File: config.mk
export PLATFORM = sky130hd
export DESIGN_NAME = alu_muldiv_control_flat
export DESIGN_NICKNAME = d
export VERILOG_FILES = /design/src/rtl/alu_muldiv_control_if.sv /design/src/rtl/alu_muldiv_control.sv /design/src/flat_wrapper.sv
export SDC_FILE = /design/constraint.sdc
export NUM_CORES = 1
export LEC_CHECK = 0
export CAP_MARGIN = 20
export CORE_AREA = 2 2 227 229
export DETAILED_ROUTE_END_ITERATION = 7
export DIE_AREA = 0 0 229 231
export GPL_TIMING_DRIVEN = 0
export SLEW_MARGIN = 20
export SYNTH_ARGS = -nofsm -noshare
export SYNTH_HDL_FRONTEND = slang
export SYNTH_SLANG_ARGS = --single-unit
export TNS_END_PERCENT = 5
File: constraint.sdc
create_clock -name clk -period 6.6 [get_ports clk]
set_clock_uncertainty 0.2 [all_clocks]
set_input_delay 1.32 -clock clk [delete_from_list [all_inputs] [get_ports clk]]
set_output_delay 1.32 -clock clk [all_outputs]
set_load 0.05 [all_outputs]
File: src/rtl/alu_muldiv_control_if.sv
// Execute-stage ALU control bundle: decode inputs, operands and HI/LO/mul-div status.
// The master side drives the instruction, the slave side (control block) returns codes and status.
interface alu_muldiv_control_if #(
  parameter int DATA_WIDTH   = 32,
  parameter int ALU_OP_WIDTH = 3
);
  logic                    valid_i;
  logic [ALU_OP_WIDTH-1:0] alu_op_i;
  logic [5:0]              alu_function_i;
  logic [DATA_WIDTH-1:0]   rs_data_i;
  logic [DATA_WIDTH-1:0]   rt_data_i;
  logic [3:0]              alu_operation_o;
  logic                    hilo_sel_o;
  logic [DATA_WIDTH-1:0]   hilo_data_o;
  logic [DATA_WIDTH-1:0]   hi_o;
  logic [DATA_WIDTH-1:0]   lo_o;
  logic                    busy_o;
  logic                    stall_o;
  logic                    done_o;

  modport master (
    output valid_i, alu_op_i, alu_function_i, rs_data_i, rt_data_i,
    input  alu_operation_o, hilo_sel_o, hilo_data_o, hi_o, lo_o, busy_o, stall_o, done_o
  );

  modport slave (
    input  valid_i, alu_op_i, alu_function_i, rs_data_i, rt_data_i,
    output alu_operation_o, hilo_sel_o, hilo_data_o, hi_o, lo_o, busy_o, stall_o, done_o
  );
endinterface

File: src/rtl/alu_muldiv_control.sv
// ALU op decode plus HI/LO owner with iterative MULT/MULTU/DIV/DIVU unit.
// Latency: decode combinational; mul/div W+1 cycles busy, done pulse in cycle W+2.
// Backpressure: HI/LO-class instructions stall while busy; single-cycle ops never stall.
module alu_muldiv_control #(
  parameter int DATA_WIDTH   = 32,
  parameter int ALU_OP_WIDTH = 3
) (
  input  logic                clk,
  input  logic                reset,
  alu_muldiv_control_if.slave bus
);
  localparam int W     = DATA_WIDTH;
  localparam int CNT_W = $clog2(DATA_WIDTH + 1);

  localparam logic [ALU_OP_WIDTH-1:0] OP_ADD   = ALU_OP_WIDTH'(0);
  localparam logic [ALU_OP_WIDTH-1:0] OP_SUB   = ALU_OP_WIDTH'(1);
  localparam logic [ALU_OP_WIDTH-1:0] OP_AND   = ALU_OP_WIDTH'(2);
  localparam logic [ALU_OP_WIDTH-1:0] OP_SLT   = ALU_OP_WIDTH'(3);
  localparam logic [ALU_OP_WIDTH-1:0] OP_ADDI  = ALU_OP_WIDTH'(4);
  localparam logic [ALU_OP_WIDTH-1:0] OP_ORI   = ALU_OP_WIDTH'(5);
  localparam logic [ALU_OP_WIDTH-1:0] OP_LUI   = ALU_OP_WIDTH'(6);
  localparam logic [ALU_OP_WIDTH-1:0] OP_RTYPE = ALU_OP_WIDTH'(7);

  localparam logic [5:0] F_ADD   = 6'b100000;
  localparam logic [5:0] F_SUB   = 6'b100010;
  localparam logic [5:0] F_AND   = 6'b100100;
  localparam logic [5:0] F_OR    = 6'b100101;
  localparam logic [5:0] F_NOR   = 6'b100111;
  localparam logic [5:0] F_SLL   = 6'b000000;
  localparam logic [5:0] F_SRL   = 6'b000010;
  localparam logic [5:0] F_SLT   = 6'b101010;
  localparam logic [5:0] F_MULT  = 6'b011000;
  localparam logic [5:0] F_MULTU = 6'b011001;
  localparam logic [5:0] F_DIV   = 6'b011010;
  localparam logic [5:0] F_DIVU  = 6'b011011;
  localparam logic [5:0] F_MFHI  = 6'b010000;
  localparam logic [5:0] F_MTHI  = 6'b010001;
  localparam logic [5:0] F_MFLO  = 6'b010010;
  localparam logic [5:0] F_MTLO  = 6'b010011;

  typedef enum logic [1:0] {ST_IDLE, ST_MUL, ST_DIV, ST_FIX} state_t;

  state_t           state_q;
  logic [CNT_W-1:0] cnt_q;
  logic [2*W-1:0]   acc_q;
  logic [W-1:0]     opnd_q;
  logic [W-1:0]     rs_raw_q;
  logic [W-1:0]     hi_q, lo_q;
  logic             busy_q, done_q;
  logic             is_div_q, neg_q, rem_neg_q, div_zero_q;

  logic [5:0] funct;
  logic       is_rtype, hilo_fn, stall, accept;
  logic       start_mul, start_div, is_signed, a_neg, b_neg;
  logic [W-1:0] mag_a, mag_b;
  logic [3:0]   op_code;

  assign funct    = bus.alu_function_i;
  assign is_rtype = (bus.alu_op_i == OP_RTYPE);

  always_comb begin
    hilo_fn = 1'b0;
    case (funct)
      F_MULT, F_MULTU, F_DIV, F_DIVU,
      F_MFHI, F_MFLO, F_MTHI, F_MTLO: hilo_fn = 1'b1;
      default:                        hilo_fn = 1'b0;
    endcase
  end

  always_comb begin
    op_code = 4'b1001;
    case (bus.alu_op_i)
      OP_ADD:  op_code = 4'b0011;
      OP_SUB:  op_code = 4'b0100;
      OP_AND:  op_code = 4'b0000;
      OP_SLT:  op_code = 4'b1000;
      OP_ADDI: op_code = 4'b0011;
      OP_ORI:  op_code = 4'b0010;
      OP_LUI:  op_code = 4'b0101;
      OP_RTYPE: begin
        case (funct)
          F_ADD:   op_code = 4'b0011;
          F_SUB:   op_code = 4'b0100;
          F_AND:   op_code = 4'b0000;
          F_OR:    op_code = 4'b0010;
          F_NOR:   op_code = 4'b0001;
          F_SLL:   op_code = 4'b0110;
          F_SRL:   op_code = 4'b0111;
          F_SLT:   op_code = 4'b1000;
          default: op_code = 4'b1001;
        endcase
      end
      default: op_code = 4'b1001;
    endcase
  end

  assign stall     = bus.valid_i & is_rtype & hilo_fn & (busy_q | (state_q != ST_IDLE));
  assign accept    = bus.valid_i & is_rtype & ~stall;
  assign start_mul = accept & ((funct == F_MULT) | (funct == F_MULTU));
  assign start_div = accept & ((funct == F_DIV) | (funct == F_DIVU));
  assign is_signed = (funct == F_MULT) | (funct == F_DIV);
  assign a_neg     = is_signed & bus.rs_data_i[W-1];
  assign b_neg     = is_signed & bus.rt_data_i[W-1];
  assign mag_a     = a_neg ? (W'(0) - bus.rs_data_i) : bus.rs_data_i;
  assign mag_b     = b_neg ? (W'(0) - bus.rt_data_i) : bus.rt_data_i;

  // Shift-add step: conditionally add multiplicand into the top half, then shift right with carry.
  logic [W:0]     mul_sum;
  logic [2*W-1:0] mul_next;
  assign mul_sum  = {1'b0, acc_q[2*W-1:W]} + (acc_q[0] ? {1'b0, opnd_q} : {(W+1){1'b0}});
  assign mul_next = {mul_sum, acc_q[W-1:1]};

  // Restoring step: shift {rem,quo} left, try subtracting divisor, quotient bit enters at the bottom.
  logic [W:0]     div_up, div_sub;
  logic           div_ge;
  logic [2*W-1:0] div_next;
  assign div_up   = acc_q[2*W-1:W-1];
  assign div_ge   = (div_up >= {1'b0, opnd_q});
  assign div_sub  = div_up - {1'b0, opnd_q};
  assign div_next = {(div_ge ? div_sub[W-1:0] : div_up[W-1:0]), acc_q[W-2:0], div_ge};

  logic [2*W-1:0] prod;
  logic [W-1:0]   fix_hi, fix_lo;
  always_comb begin
    prod   = neg_q ? ((2*W)'(0) - acc_q) : acc_q;
    fix_hi = prod[2*W-1:W];
    fix_lo = prod[W-1:0];
    if (is_div_q) begin
      if (div_zero_q) begin
        fix_hi = rs_raw_q;
        fix_lo = {W{1'b1}};
      end else begin
        fix_hi = rem_neg_q ? (W'(0) - acc_q[2*W-1:W]) : acc_q[2*W-1:W];
        fix_lo = neg_q     ? (W'(0) - acc_q[W-1:0])   : acc_q[W-1:0];
      end
    end
  end

  always_ff @(posedge clk) begin
    if (reset) begin
      state_q    <= ST_IDLE;
      cnt_q      <= '0;
      acc_q      <= '0;
      opnd_q     <= '0;
      rs_raw_q   <= '0;
      hi_q       <= '0;
      lo_q       <= '0;
      busy_q     <= 1'b0;
      done_q     <= 1'b0;
      is_div_q   <= 1'b0;
      neg_q      <= 1'b0;
      rem_neg_q  <= 1'b0;
      div_zero_q <= 1'b0;
    end else begin
      done_q <= 1'b0;
      case (state_q)
        ST_IDLE: begin
          if (start_mul | start_div) begin
            state_q    <= start_mul ? ST_MUL : ST_DIV;
            busy_q     <= 1'b1;
            cnt_q      <= CNT_W'(DATA_WIDTH);
            is_div_q   <= start_div;
            neg_q      <= a_neg ^ b_neg;
            rem_neg_q  <= a_neg;
            div_zero_q <= start_div & (bus.rt_data_i == '0);
            rs_raw_q   <= bus.rs_data_i;
            opnd_q     <= start_mul ? mag_a : mag_b;
            acc_q      <= {{W{1'b0}}, (start_mul ? mag_b : mag_a)};
          end else if (accept && funct == F_MTHI) begin
            hi_q <= bus.rs_data_i;
          end else if (accept && funct == F_MTLO) begin
            lo_q <= bus.rs_data_i;
          end
        end
        ST_MUL, ST_DIV: begin
          acc_q <= (state_q == ST_MUL) ? mul_next : div_next;
          cnt_q <= cnt_q - CNT_W'(1);
          if (cnt_q == CNT_W'(1)) state_q <= ST_FIX;
        end
        ST_FIX: begin
          hi_q    <= fix_hi;
          lo_q    <= fix_lo;
          busy_q  <= 1'b0;
          done_q  <= 1'b1;
          state_q <= ST_IDLE;
        end
        default: state_q <= ST_IDLE;
      endcase
    end
  end

  assign bus.alu_operation_o = op_code;
  assign bus.hilo_sel_o      = bus.valid_i & is_rtype & ((funct == F_MFHI) | (funct == F_MFLO));
  assign bus.hilo_data_o     = (funct == F_MFHI) ? hi_q : lo_q;
  assign bus.hi_o            = hi_q;
  assign bus.lo_o            = lo_q;
  assign bus.busy_o          = busy_q;
  assign bus.stall_o         = stall;
  assign bus.done_o          = done_q;
endmodule
File: src/flat_wrapper.sv
// flat-port wrapper written by rule: the top's interface ports become plain ports
module alu_muldiv_control_flat 
#(
  parameter int DATA_WIDTH   = 32,
  parameter int ALU_OP_WIDTH = 3
)
  (clk, reset, bus_valid_i, bus_alu_op_i, bus_alu_function_i, bus_rs_data_i, bus_rt_data_i, bus_alu_operation_o, bus_hilo_sel_o, bus_hilo_data_o, bus_hi_o, bus_lo_o, bus_busy_o, bus_stall_o, bus_done_o);
  alu_muldiv_control_if #(.DATA_WIDTH(DATA_WIDTH), .ALU_OP_WIDTH(ALU_OP_WIDTH)) bus_i ();
  input  logic clk;
  input  logic reset;
  input wire logic [$bits(bus_i.valid_i)-1:0] bus_valid_i;
  input wire logic [$bits(bus_i.alu_op_i)-1:0] bus_alu_op_i;
  input wire logic [$bits(bus_i.alu_function_i)-1:0] bus_alu_function_i;
  input wire logic [$bits(bus_i.rs_data_i)-1:0] bus_rs_data_i;
  input wire logic [$bits(bus_i.rt_data_i)-1:0] bus_rt_data_i;
  output wire logic [$bits(bus_i.alu_operation_o)-1:0] bus_alu_operation_o;
  output wire logic [$bits(bus_i.hilo_sel_o)-1:0] bus_hilo_sel_o;
  output wire logic [$bits(bus_i.hilo_data_o)-1:0] bus_hilo_data_o;
  output wire logic [$bits(bus_i.hi_o)-1:0] bus_hi_o;
  output wire logic [$bits(bus_i.lo_o)-1:0] bus_lo_o;
  output wire logic [$bits(bus_i.busy_o)-1:0] bus_busy_o;
  output wire logic [$bits(bus_i.stall_o)-1:0] bus_stall_o;
  output wire logic [$bits(bus_i.done_o)-1:0] bus_done_o;
  assign bus_i.valid_i = bus_valid_i;
  assign bus_i.alu_op_i = bus_alu_op_i;
  assign bus_i.alu_function_i = bus_alu_function_i;
  assign bus_i.rs_data_i = bus_rs_data_i;
  assign bus_i.rt_data_i = bus_rt_data_i;
  assign bus_alu_operation_o = bus_i.alu_operation_o;
  assign bus_hilo_sel_o = bus_i.hilo_sel_o;
  assign bus_hilo_data_o = bus_i.hilo_data_o;
  assign bus_hi_o = bus_i.hi_o;
  assign bus_lo_o = bus_i.lo_o;
  assign bus_busy_o = bus_i.busy_o;
  assign bus_stall_o = bus_i.stall_o;
  assign bus_done_o = bus_i.done_o;
  alu_muldiv_control #(.DATA_WIDTH(DATA_WIDTH), .ALU_OP_WIDTH(ALU_OP_WIDTH)) u_core (.clk(clk), .reset(reset), .bus(bus_i));
endmodule
; ---- Word level (Yosys, flattened, before mapping)
; Memory sizes are Yosys's and may differ from the RTL's.
; Cells that the tools add are included.
; Widths: inputs -> output; s select.
[classes]
n_eq_ne = 32
addsub = 8
order_cmp = 1
n_mux = 36
n_bitwise = 18
reduce_logical = 17
[ops]
columns = op, count
row1 = $mux 32, 18
row2 = $mux 64, 3
row3 = $pmux 32 s2, 2
row4 = $pmux 64 s2, 1
row5 = $sub 1x32->32 const A, 4
row6 = $sub 1x64->64 const A, 1
row7 = $eq 6x5->1 const B, 8
row8 = $eq 6x6->1 const B, 6
row9 = $add 32x32->33, 1
row10 = $ge 33x32->1, 1
row11 = $logic_not 32->1, 1
row12 = $pmux 4 s8, 1
row13 = $sub 32x32->32, 1
row14 = $pmux 4 s7, 1
row15 = $eq 3x3->1 const B, 4
row16 = $pmux 6 s2, 1
row17 = $and 1x1->1, 10
row18 = $ne 2x1->1 const B, 4
row19 = $reduce_and 2->1, 4
row20 = $eq 3x2->1 const B, 2
row21 = $eq 6x1->1 const B, 1
row22 = $eq 6x2->1 const B, 1
row23 = $logic_not 6->1, 1
row24 = $mux 2, 3
row25 = other kinds (19), 32
[totals]
mem_bits_ro = 32
in_bits = 76
memories = 1
out_inout_bits = 104
ff_bits = 206
[mem_list]
columns = memory, depth, word_bits, read_ports, rd_clocked_by_memory_dff, wr, line
row1 = (name not given), 32, 1, 1, 0, 0, alu_muldiv_control.sv:63  ; case (funct)

; ---- Depth between registers and ports, before layout
[depth]
word_depth = 11
mapped_depth = 14
ltp_nobuf = 13

; ---- Worst setup path after synthesis
; No wires, ideal clock.
[synth_timing]
kind = in2out
start = input port bus_alu_function_i[0]
end = output port bus_alu_operation_o[1]
required_ns = 5.080
path_buffers = 0
cell_stages = 5
arrival_time_ns = 3.044
setup_slack_ns = 2.036
cell_sequence = nor2_1 nor2_1 o22ai_1 nand3_1 a21boi_0
[synth_via]
elab_chain_len = 3
elab_cells_between_ends = 10
classes_between = eq/ne (7) / mux (2) / reduce/logical (1)
[synth_lines]
columns = element, line
row1 = start: declaration, flat_wrapper.sv:13  ; input wire logic [$bits(bus_i.alu_function_i)-1:0] bus_alu_function_i;
row2 = $eq 6x6->1 (tied with other cells), alu_muldiv_control.sv:81  ; case (funct)
row3 = $pmux 4 s8 (*), alu_muldiv_control.sv:81
row4 = $pmux 4 s7 (*), alu_muldiv_control.sv:72  ; case (bus.alu_op_i)
row5 = end: declaration, flat_wrapper.sv:16  ; output wire logic [$bits(bus_i.alu_operation_o)-1:0] bus_alu_operation_o;
; Mark *: on every way between the ends. The rest lies on a longest branch, timed or not.

; ---- Worst setup path after layout
[layout_timing]
start = input port bus_alu_function_i[0]
end = output port bus_hilo_data_o[9]
[layout_via]
elab_chain_len = 2
[layout_lines]
columns = element, line
row1 = $eq 6x5->1, alu_muldiv_control.sv:194  ; assign bus.hilo_data_o = (funct == F_MFHI) ? hi_q : lo_q;
row2 = $mux 32, alu_muldiv_control.sv:194
row3 = end: declaration, flat_wrapper.sv:18  ; output wire logic [$bits(bus_i.hilo_data_o)-1:0] bus_hilo_data_o;
; Every way passes these cells.

==> results.tsv <==
stage	metric	value	unit
synth	synth-async-reset-ratio	0	%
hold_path	hold_start	u_core.opnd_q[20]$_SDFFE_PP0P_	
synth	ys.flop_type	dfxtp_1	
clock_network	clockBufferDepth	3	
floorplanning	die_x	229	microns
synth	synth_fp_nets	2568	
hold_path	hold_class	flop to flop	
global_route	gr-total-overflow	0	
sta	slew_violations	0	
pwr	leakagePower	7.569	nW
critical_path	worstPathArrival	4.41	ns
critical_path	r2r_end	u_core.acc_q[62]$_SDFFE_PP0P_	
sta	tns	0	ns
clock_network	path_clk_slew	0.06	ns
drt	num_vias	19950	
final_layout	drive_gt1_share	5.055	%
drt	first_iter_violations	2325	
synth	postSynthAreaPerCell	7.250	sq um
place	dp.final_hpwl	65250	microns
synth	syn_inst	2416	
sta	finalHoldViolCount	0	
clock_network	cts_tree	done	
final_layout	syn_to_final_growth	19.81	%
sta	period_share	89.88	%
synth	ys_warn_count	0	
place	gp_congestion	0.9805	
final_layout	final_common_cell	nand2_1	
critical_path	critPathMaxFanout	10	
critical_path	ff2ff_setup_slack	1.86	ns
critical_path	r2r.worst_path.cells	14	
pwr	vdd_drop_max	0.0002187	V
pwr	power_density	264.4	nW/um^2
clock_network	hold_buffers	0	
synth	synth_cell_types	83	
critical_path	r2r-start	u_core.acc_q[0]$_SDFFE_PP0P_	
critical_path	critPathKind	input pin to primary output	
drt	wl	80950	microns
clock_network	cts_buffers	26	
floorplanning	ioPinCount	180	
place	postPlaceCellArea	20040	sq um
global_route	antenna_found_initial	0	
final_layout	diodes	0	
clock_network	root_buffer	clkbuf_16	
critical_path	crit_path_end_kind	primary output	
pwr	finalPower	0.005548	W
critical_path	cp-start-kind	input pin	
clock_network	h-tree-depth	1	
critical_path	crit_required	5.08	ns
synth	ys_ff_latch	206	
floorplanning	initial_core_util	34.56	%
drt	first_pass_iters	8	
final_layout	nNetsFinal	2764	
synth	yosysSeqAreaShare	23.54	%
global_route	grt_max_degree	14	
sta	tightest_slew	0.9970	ns
clock_network	clk_latency	0.57	ns
drt	wl_per_cell	24.45	microns
place	dp_cells	3263	
drt	vias_per_cell	6.026	
sta	max_clock_freq	168.6	MHz
clock_network	cts_resized	0	
flow_run	drv_cap	0	
drt	ant_nets	0	
sta	rsz0062_at_grt	false	
final_layout	final_cells	3311	
clock_network	cts_setup_buffers	0	
floorplanning	fp-row-count	83	
floorplanning	fp.dieH	231	microns
final_layout	layout_common_cells	nand2_1 (295), nor2_1 (254), a21oi_1 (246), dfxtp_1 (206), clkbuf_1 (173)	
sta	fin_crit	5.932	ns
final_layout	fin_area	20990	sq um
place	io_buffers	167	
sta	finalSetupViolCount	0	
synth	syn_area	17520	sq um
sta	relSlewSlack	33.53	%
synth	synth-edff-count	0	
critical_path	crit_path_end	bus_hilo_data_o[9]	
final_layout	fillers	5305	
critical_path	crit_start	bus_alu_function_i[0]	
global_route	grt_pass1_wl	118600	microns
drt	drcViolationCount	0	
status	status	finished, final reports clean	
global_route	first_global_vias	18520	
sta	hold_ws	0.2546	ns
clock_network	cts.sinks	206	
floorplanning	core_area	50680	sq um
floorplanning	die_area	52900	sq um
global_route	track_usage	29.31	%
==> how the worst min path moves through the flow <==
stage,end,cells past startpoint
6_report,u_core.opnd_q[20]$_SDFFE_PP0P_,2
5_1_grt,u_core.opnd_q[2]$_SDFFE_PP0P_,2
4_1_cts,u_core.opnd_q[2]$_SDFFE_PP0P_,2
3_5_place_dp,u_core.opnd_q[2]$_SDFFE_PP0P_,2
3_3_place_gp,u_core.rs_raw_q[30]$_SDFFE_PP0P_,2
2_1_floorplan,u_core.rs_raw_q[10]$_SDFFE_PP0P_,2
==> cell type report <==
class                           instances  area [sq um]  share of cell area, %
Multi-Input combinational cell       1933         12320                  58.68
Sequential cell                       206          4124                  19.65
Timing Repair Buffer                  168          1684                  8.025
Tap cell                              680         850.8                  4.054
Buffer                                204         803.3                  3.828
Clock buffer                           35         755.7                  3.601
Inverter                               73         274.0                  1.306
Clock inverter                         12         178.9                 0.8526
==> logic make-up after synthesis <==
| group | share of synthesized area, % |
|---|---|
| buffers and inverters | 6.150 |
| flip-flops | 23.54 |
| adder cells (fa/ha/maj) | 5.514 |
| AO/OA/AOI/OAI | 27.01 |
| multiplexers | 6.357 |
| XOR/XNOR | 10.15 |
| AND/OR/NAND/NOR | 21.28 |
==> per-layer routing <==
layer  wire length [microns]  track usage, %
met5                       0               0
met2                   35230           45.80
met4                    3649           12.58
met1                   34460           39.56
met3                    7618           5.175
==> state kept, by name, summed over array words and instances, names as in the netlist, 2 cells and up <==
signal / cells
u_core.acc_q: 64
u_core.bus.hi_o: 32
u_core.bus.lo_o: 32
u_core.cnt_q: 6
u_core.opnd_q: 32
u_core.rs_raw_q: 32
u_core.state_q: 2
==> critical path: stages <==
cell and delay (ns):
clkdlybuf4s50_1 0.51, nor2_1 0.45, nand3_1 0.56, buf_1 0.42, mux2_2 0.34, clkdlybuf4s50_1 0.80
==> metrics by stage <==
stage	util, %	worst slack [ns]
global route	41.41	0.5473
floorplan	-	2.036
CTS	41.39	0.7273
finish	41.41	0.6679
detailed placement	39.54	0.7183
global placement	39.54	0.8176
==> power by group <==
part | internal, W | switching (W)
Sequential | 0.00137 | 0.000172
Combinational | 0.000763 | 0.00164
Clock | 0.000960 | 0.000638
==> synthesized netlist by cell type, types with 48 or more instances <==
master    number  area share, %
nand2_1      295            6.3
mux2i_1       55            3.1
ha_1          74            5.3
a21oi_1      246            7.0
nor2_1       254            5.4
a211oi_1      70            3.0
inv_1         72            1.5
o211ai_1      48            2.1
xnor2_1      132            6.6
nor3_1        52            1.5
dfxtp_1      206             24
mux2_2        50            3.2
xor2_1        71            3.6
o21ai_0      135            3.9
clkbuf_1     170            3.6
Power figures use the tool's default switching activity.
